$ cat src/rtl/sram_axi_slave.sv
// AXI4 slave in front of a single-port 32-bit SRAM macro.
// One transaction at a time; SRAM strobes are combinational so each beat costs one cycle.
module sram_axi_slave #(
  parameter int ID_W    = 8,
  parameter int SRAM_AW = 14
) (
  input  logic               clk,
  input  logic               rst,
  input  logic [ID_W-1:0]    AWID_S,
  input  logic [31:0]        AWADDR_S,
  input  logic [3:0]         AWLEN_S,
  input  logic [2:0]         AWSIZE_S,
  input  logic [1:0]         AWBURST_S,
  input  logic               AWVALID_S,
  output logic               AWREADY_S,
  input  logic [31:0]        WDATA_S,
  input  logic [3:0]         WSTRB_S,
  input  logic               WLAST_S,
  input  logic               WVALID_S,
  output logic               WREADY_S,
  output logic [ID_W-1:0]    BID_S,
  output logic [1:0]         BRESP_S,
  output logic               BVALID_S,
  input  logic               BREADY_S,
  input  logic [ID_W-1:0]    ARID_S,
  input  logic [31:0]        ARADDR_S,
  input  logic [3:0]         ARLEN_S,
  input  logic [2:0]         ARSIZE_S,
  input  logic [1:0]         ARBURST_S,
  input  logic               ARVALID_S,
  output logic               ARREADY_S,
  output logic [ID_W-1:0]    RID_S,
  output logic [31:0]        RDATA_S,
  output logic [1:0]         RRESP_S,
  output logic               RLAST_S,
  output logic               RVALID_S,
  input  logic               RREADY_S,
  output logic               CS,
  output logic               OE,
  output logic [3:0]         WEB,
  output logic [SRAM_AW-1:0] A,
  output logic [31:0]        DI,
  input  logic [31:0]        DO
);

  localparam logic [1:0] IDLE  = 2'd0;
  localparam logic [1:0] READ  = 2'd1;
  localparam logic [1:0] WRITE = 2'd2;
  localparam logic [1:0] WRESP = 2'd3;

  logic [1:0]         state;
  logic [ID_W-1:0]    rid_q, bid_q;
  logic [SRAM_AW-1:0] addr_q, addr_nxt;
  logic [3:0]         len_q, cnt_q;
  logic [1:0]         burst_q;
  logic               ar_hs, aw_hs, r_hs, w_hs, b_hs, rlast;

  // Only 32-bit transfers are supported; size, AWLEN and sub-word address bits are don't-care.
  logic unused_ok;
  assign unused_ok = ^{AWLEN_S, AWSIZE_S, ARSIZE_S, AWADDR_S[31:SRAM_AW+2], AWADDR_S[1:0],
                       ARADDR_S[31:SRAM_AW+2], ARADDR_S[1:0]};

  assign ar_hs = (state == IDLE) && ARVALID_S;
  assign aw_hs = (state == IDLE) && AWVALID_S && !ARVALID_S;
  assign r_hs  = (state == READ) && RREADY_S;
  assign w_hs  = (state == WRITE) && WVALID_S;
  assign b_hs  = (state == WRESP) && BREADY_S;
  assign rlast = (cnt_q == len_q);

  // FIXED holds the address; INCR and WRAP both step and wrap at the top of the macro.
  assign addr_nxt = (burst_q == 2'b00) ? addr_q : addr_q + 1'b1;

  assign ARREADY_S = (state == IDLE);
  assign AWREADY_S = (state == IDLE) && !ARVALID_S;
  assign RVALID_S  = (state == READ);
  assign RLAST_S   = (state == READ) && rlast;
  assign RDATA_S   = (state == READ) ? DO : 32'h0;
  assign RID_S     = rid_q;
  assign RRESP_S   = 2'b00;
  assign WREADY_S  = (state == WRITE);
  assign BVALID_S  = (state == WRESP);
  assign BID_S     = bid_q;
  assign BRESP_S   = 2'b00;

  // SRAM strobes derive from the state register, so async reset kills a write instantly.
  always_comb begin
    CS  = 1'b0;
    OE  = 1'b0;
    WEB = 4'hf;
    A   = '0;
    DI  = 32'h0;
    case (state)
      IDLE: if (ARVALID_S && rst) begin
        CS = 1'b1;
        OE = 1'b1;
        A  = ARADDR_S[SRAM_AW+1:2];
      end
      READ: begin
        CS = 1'b1;
        OE = 1'b1;
        // Advance on the handshake so the next word is on DO one cycle later.
        A  = (r_hs && !rlast) ? addr_nxt : addr_q;
      end
      WRITE: if (WVALID_S) begin
        CS  = 1'b1;
        WEB = ~WSTRB_S;
        DI  = WDATA_S;
        A   = addr_q;
      end
      default: ;
    endcase
  end

  always_ff @(posedge clk or negedge rst) begin
    if (!rst) begin
      state   <= IDLE;
      rid_q   <= '0;
      bid_q   <= '0;
      addr_q  <= '0;
      len_q   <= '0;
      cnt_q   <= '0;
      burst_q <= '0;
    end else begin
      case (state)
        IDLE: begin
          if (ar_hs) begin
            rid_q   <= ARID_S;
            addr_q  <= ARADDR_S[SRAM_AW+1:2];
            len_q   <= ARLEN_S;
            burst_q <= ARBURST_S;
            cnt_q   <= '0;
            state   <= READ;
          end else if (aw_hs) begin
            bid_q   <= AWID_S;
            addr_q  <= AWADDR_S[SRAM_AW+1:2];
            burst_q <= AWBURST_S;
            state   <= WRITE;
          end
        end
        READ: if (r_hs) begin
          if (rlast) state <= IDLE;
          else begin
            cnt_q  <= cnt_q + 1'b1;
            addr_q <= addr_nxt;
          end
        end
        WRITE: if (w_hs) begin
          addr_q <= addr_nxt;
          if (WLAST_S) state <= WRESP;
        end
        WRESP: if (b_hs) state <= IDLE;
        default: state <= IDLE;
      endcase
    end
  end

endmodule

$ cat config.mk
export PLATFORM = sky130hd
export DESIGN_NAME = sram_axi_slave
export DESIGN_NICKNAME = d
export VERILOG_FILES = /design/src/rtl/sram_axi_slave.sv
export SDC_FILE = /design/constraint.sdc
export NUM_CORES = 1
export LEC_CHECK = 0
export CORE_ASPECT_RATIO = 2
export CORE_MARGIN = 5
export CORE_UTILIZATION = 33
export CTS_CLUSTER_SIZE = 14
export DETAILED_ROUTE_END_ITERATION = 10
export GPL_TIMING_DRIVEN = 0
export PLACE_DENSITY = 0.8
export SETUP_SLACK_MARGIN = 0.4
export SYNTH_ARGS = -nofsm -noshare
export SYNTH_HDL_FRONTEND = slang
export SYNTH_SLANG_ARGS = --single-unit
$ cat constraint.sdc
create_clock -name clk -period 3.17 [get_ports clk]
set_input_delay 0.7925 -clock clk [delete_from_list [all_inputs] [get_ports clk]]
set_output_delay 0.7925 -clock clk [all_outputs]
set_load 0.03 [all_outputs]
==> results.ini <==
[synth]
synth_cells=408
ys_async_sr_fraction_pct=100.0
synth_top_area_share_pct=30.66
syn-cell-area_mm2=0.003428
syn_avg_cell_area_um2=8.403
ys_warn_count=0
synth-edff-count=0
synth-seq-cells=42
ys_top_cells_by_area=dfrtp_1 (31%), mux2_2 (11%), and3_1 (6.9%)
ys_seq_area_share_pct=30.66
synth_largest_area_cell=dfrtp_1
synth_ff_type=dfrtp_1
ys_types=59

[placed_design]
dp_slack_ps=-1034
dpl.hpwl_um=12090
placedCellCount=779
io_buffers=232
gp_congestion=0.9712

[routing]
post_drt_wl_per_cell_um=19.82
via_count=4568
first_iter_violations=246
wirelength_um=16610
dr.pass1.iters=5
viasPerCell=5.451
ant_nets=0
post-route-drc-count=0

[clocking]
cts.sinks=42
clk_pin_slew_ps=60
clock-root-buffer=clkbuf_16
clock_path_buffers=2
tritoncts=yes
htree_levels=2
cts_buffers=5
clkLatencyLatePin_ps=290
cts_hold_buf=0

[global_route]
busiest_layer=met2
grt_max_degree=16
grt_usage_pct=25.29
antenna_found_initial=0
grt_overflow_total=0
met1_usage_pct=26.15
grt_pass1_wl_um=24720
use_met3_pct=7.319
grt_util_met2_pct=45.04
grt_pass1_vias=4844

[die]
core_mm2=0.01015
dieArea_mm2=0.01265
io-pin-count=284
die_w_um=82.07
fp.dieH_um=154.1
fp-row-count=52
start_util_pct=33.78

[min_path]
hp-class=in2async

[timing]
rsz0062_at_grt=true
period_needed_ps=2944
relSlewSlack_pct=56.57
maxSlewViolCount=0
fin_ws_ps=226.2
period_share_pct=92.87
fmax_ghz=0.3397
report.final.hold_viol_count=0
setup_viol=0
worst_pin_slew_ps=651.5
fin_skew_ps=4.768

[finish]
antenna_cells=0
layout_common_cells=clkdlybuf4s50_1 (143), buf_4 (51), clkdlybuf4s15_2 (45)
regArea_mm2=0.001064
final_cells=838
drive_gt1_share_pct=40.83
multiInputGateArea_mm2=0.002645
finalNetCount=882
finish.utilization_pct=70.33
fillers=801
final_common_cell=clkdlybuf4s50_1
area_delta_synth_final_pct=108.2

[setup_path]
cp-end-kind=primary output
worstSetupStartpointType=flop
critPathKind=reg2out
reg2reg_depth=9
critical_path_arrival_ps=2150
required_ps=2380
cp_max_fo=8

[job]
max-cap-violations=0

[power_and_ir_drop]
power_density_mw_per_mm2=968.7
max-vdd-ir-drop_uv=486.3
leakage_nw=3.050

[outcome]
status=finished, final reports clean

## flip-flops by register name (all words and copies together), names as in the netlist
name and flops:
burst_q 2, RID_S 8, cnt_q 4, len_q 4
addr_q 14, BID_S 8, state 2
## cells by family after synthesis
| kind of cell | after synthesis | share of synthesized area [%] |
|---|---|---|
| XOR/XNOR | 5 | 1.277 |
| AO/OA/AOI/OAI | 98 | 19.64 |
| flip-flops | 42 | 30.66 |
| AND/OR/NAND/NOR | 179 | 28.94 |
| multiplexers | 34 | 11.10 |
| other | 1 | 0.1094 |
| buffers and inverters | 43 | 6.095 |
| adder cells (fa/ha/maj) | 6 | 2.190 |
## through the flow
step	setup TNS [ps]	cell area [um^2]	hold slack, ps	total power [mW]
floorplan	0	3557	486.3	3.775
global placement	-42000	6048	489.0	5.305
global route	0	7138	298.2	7.301
finish	0	7138	297.8	6.915
detailed placement	-25350	6063	493.4	5.407
CTS	0	6923	311.8	6.589
## cell type report
class	instances	share of cell area [%]
Timing Repair Buffer	284	38.84
Multi-Input combinational cell	326	37.06
Sequential cell	42	14.90
Buffer	38	4.242
Tap cell	135	2.366
Clock buffer	6	1.805
Clock inverter	2	0.5259
Inverter	5	0.2629
## final timing paths
check,start,end,slack [ps]
worst min register to register,BID_S[1],BID_S[1],510
max in group asynchronous,rst,cnt_q[0],2370
worst max-delay path,state[1],A[0],230
min in group clk,BID_S[1],BID_S[1],510
worst min-delay path,rst,addr_q[2],300
worst max register to register,state[0],addr_q[5],730
## repair_timing
| action | 4_1_cts | 5_1_grt |
|---|---|---|
| gates cloned | 2 | 0 |
| setup buffers | 31 | 18 |
| pin swaps | 21 | 24 |
| setup endpoints to repair | 88 | 77 |
| endpoints found under the hold margin | 0 | 0 |
| gates resized for setup | 392 | 73 |
## worst max-delay path, stage by stage (launching register included)
cell and delay, ps:
dfrtp_1 390, inv_2 120, ha_4 150, buf_6 110, nand2_4 60, a41o_4 300, clkbuf_16 190, nor3_4 160
a21oi_2 60, a21oi_2 170, buf_6 150
## where the power goes
part           leakage (nW)  internal, mW  total [mW]  switching (mW)
registers             0.484         0.811        1.08           0.271
logic                  2.49          2.32        5.24            2.92
clock network        0.0771         0.372       0.593           0.221
total                  3.05          3.51        6.91            3.41
## synthesized netlist by cell type (2+ instances only)
cell type  count
a221o_1        7
clkbuf_2       2
buf_2          9
o211ai_1       8
mux2_2        32
buf_4          5
nor2_1        11
nand2_1       42
or2_2          2
and3_1        38
nor4_1         2
clkbuf_1      20
and2_1        33
o2111ai_1      2
a31oi_1        5
and2_0         2
o31ai_1        3
a22o_1         2
inv_1          5
nor3_1         8
and4_1         2
or3_1          5
nand3_1        9
ha_1           6
nand4_1        7
dfrtp_1       42
a21oi_1       31
o21ai_0       17
nand3b_1       7
xnor2_1        4
buf_6          2
o22ai_1        5
a221oi_1       3
nand2b_1       4
mux2i_1        2
## routing by layer
metal	share of wire [%]	wire, um
met1	34	5566
met2	51	8447
met3	11	1763
met4	5.0	834
met5	0	0
Power figures use the tool's default switching activity.
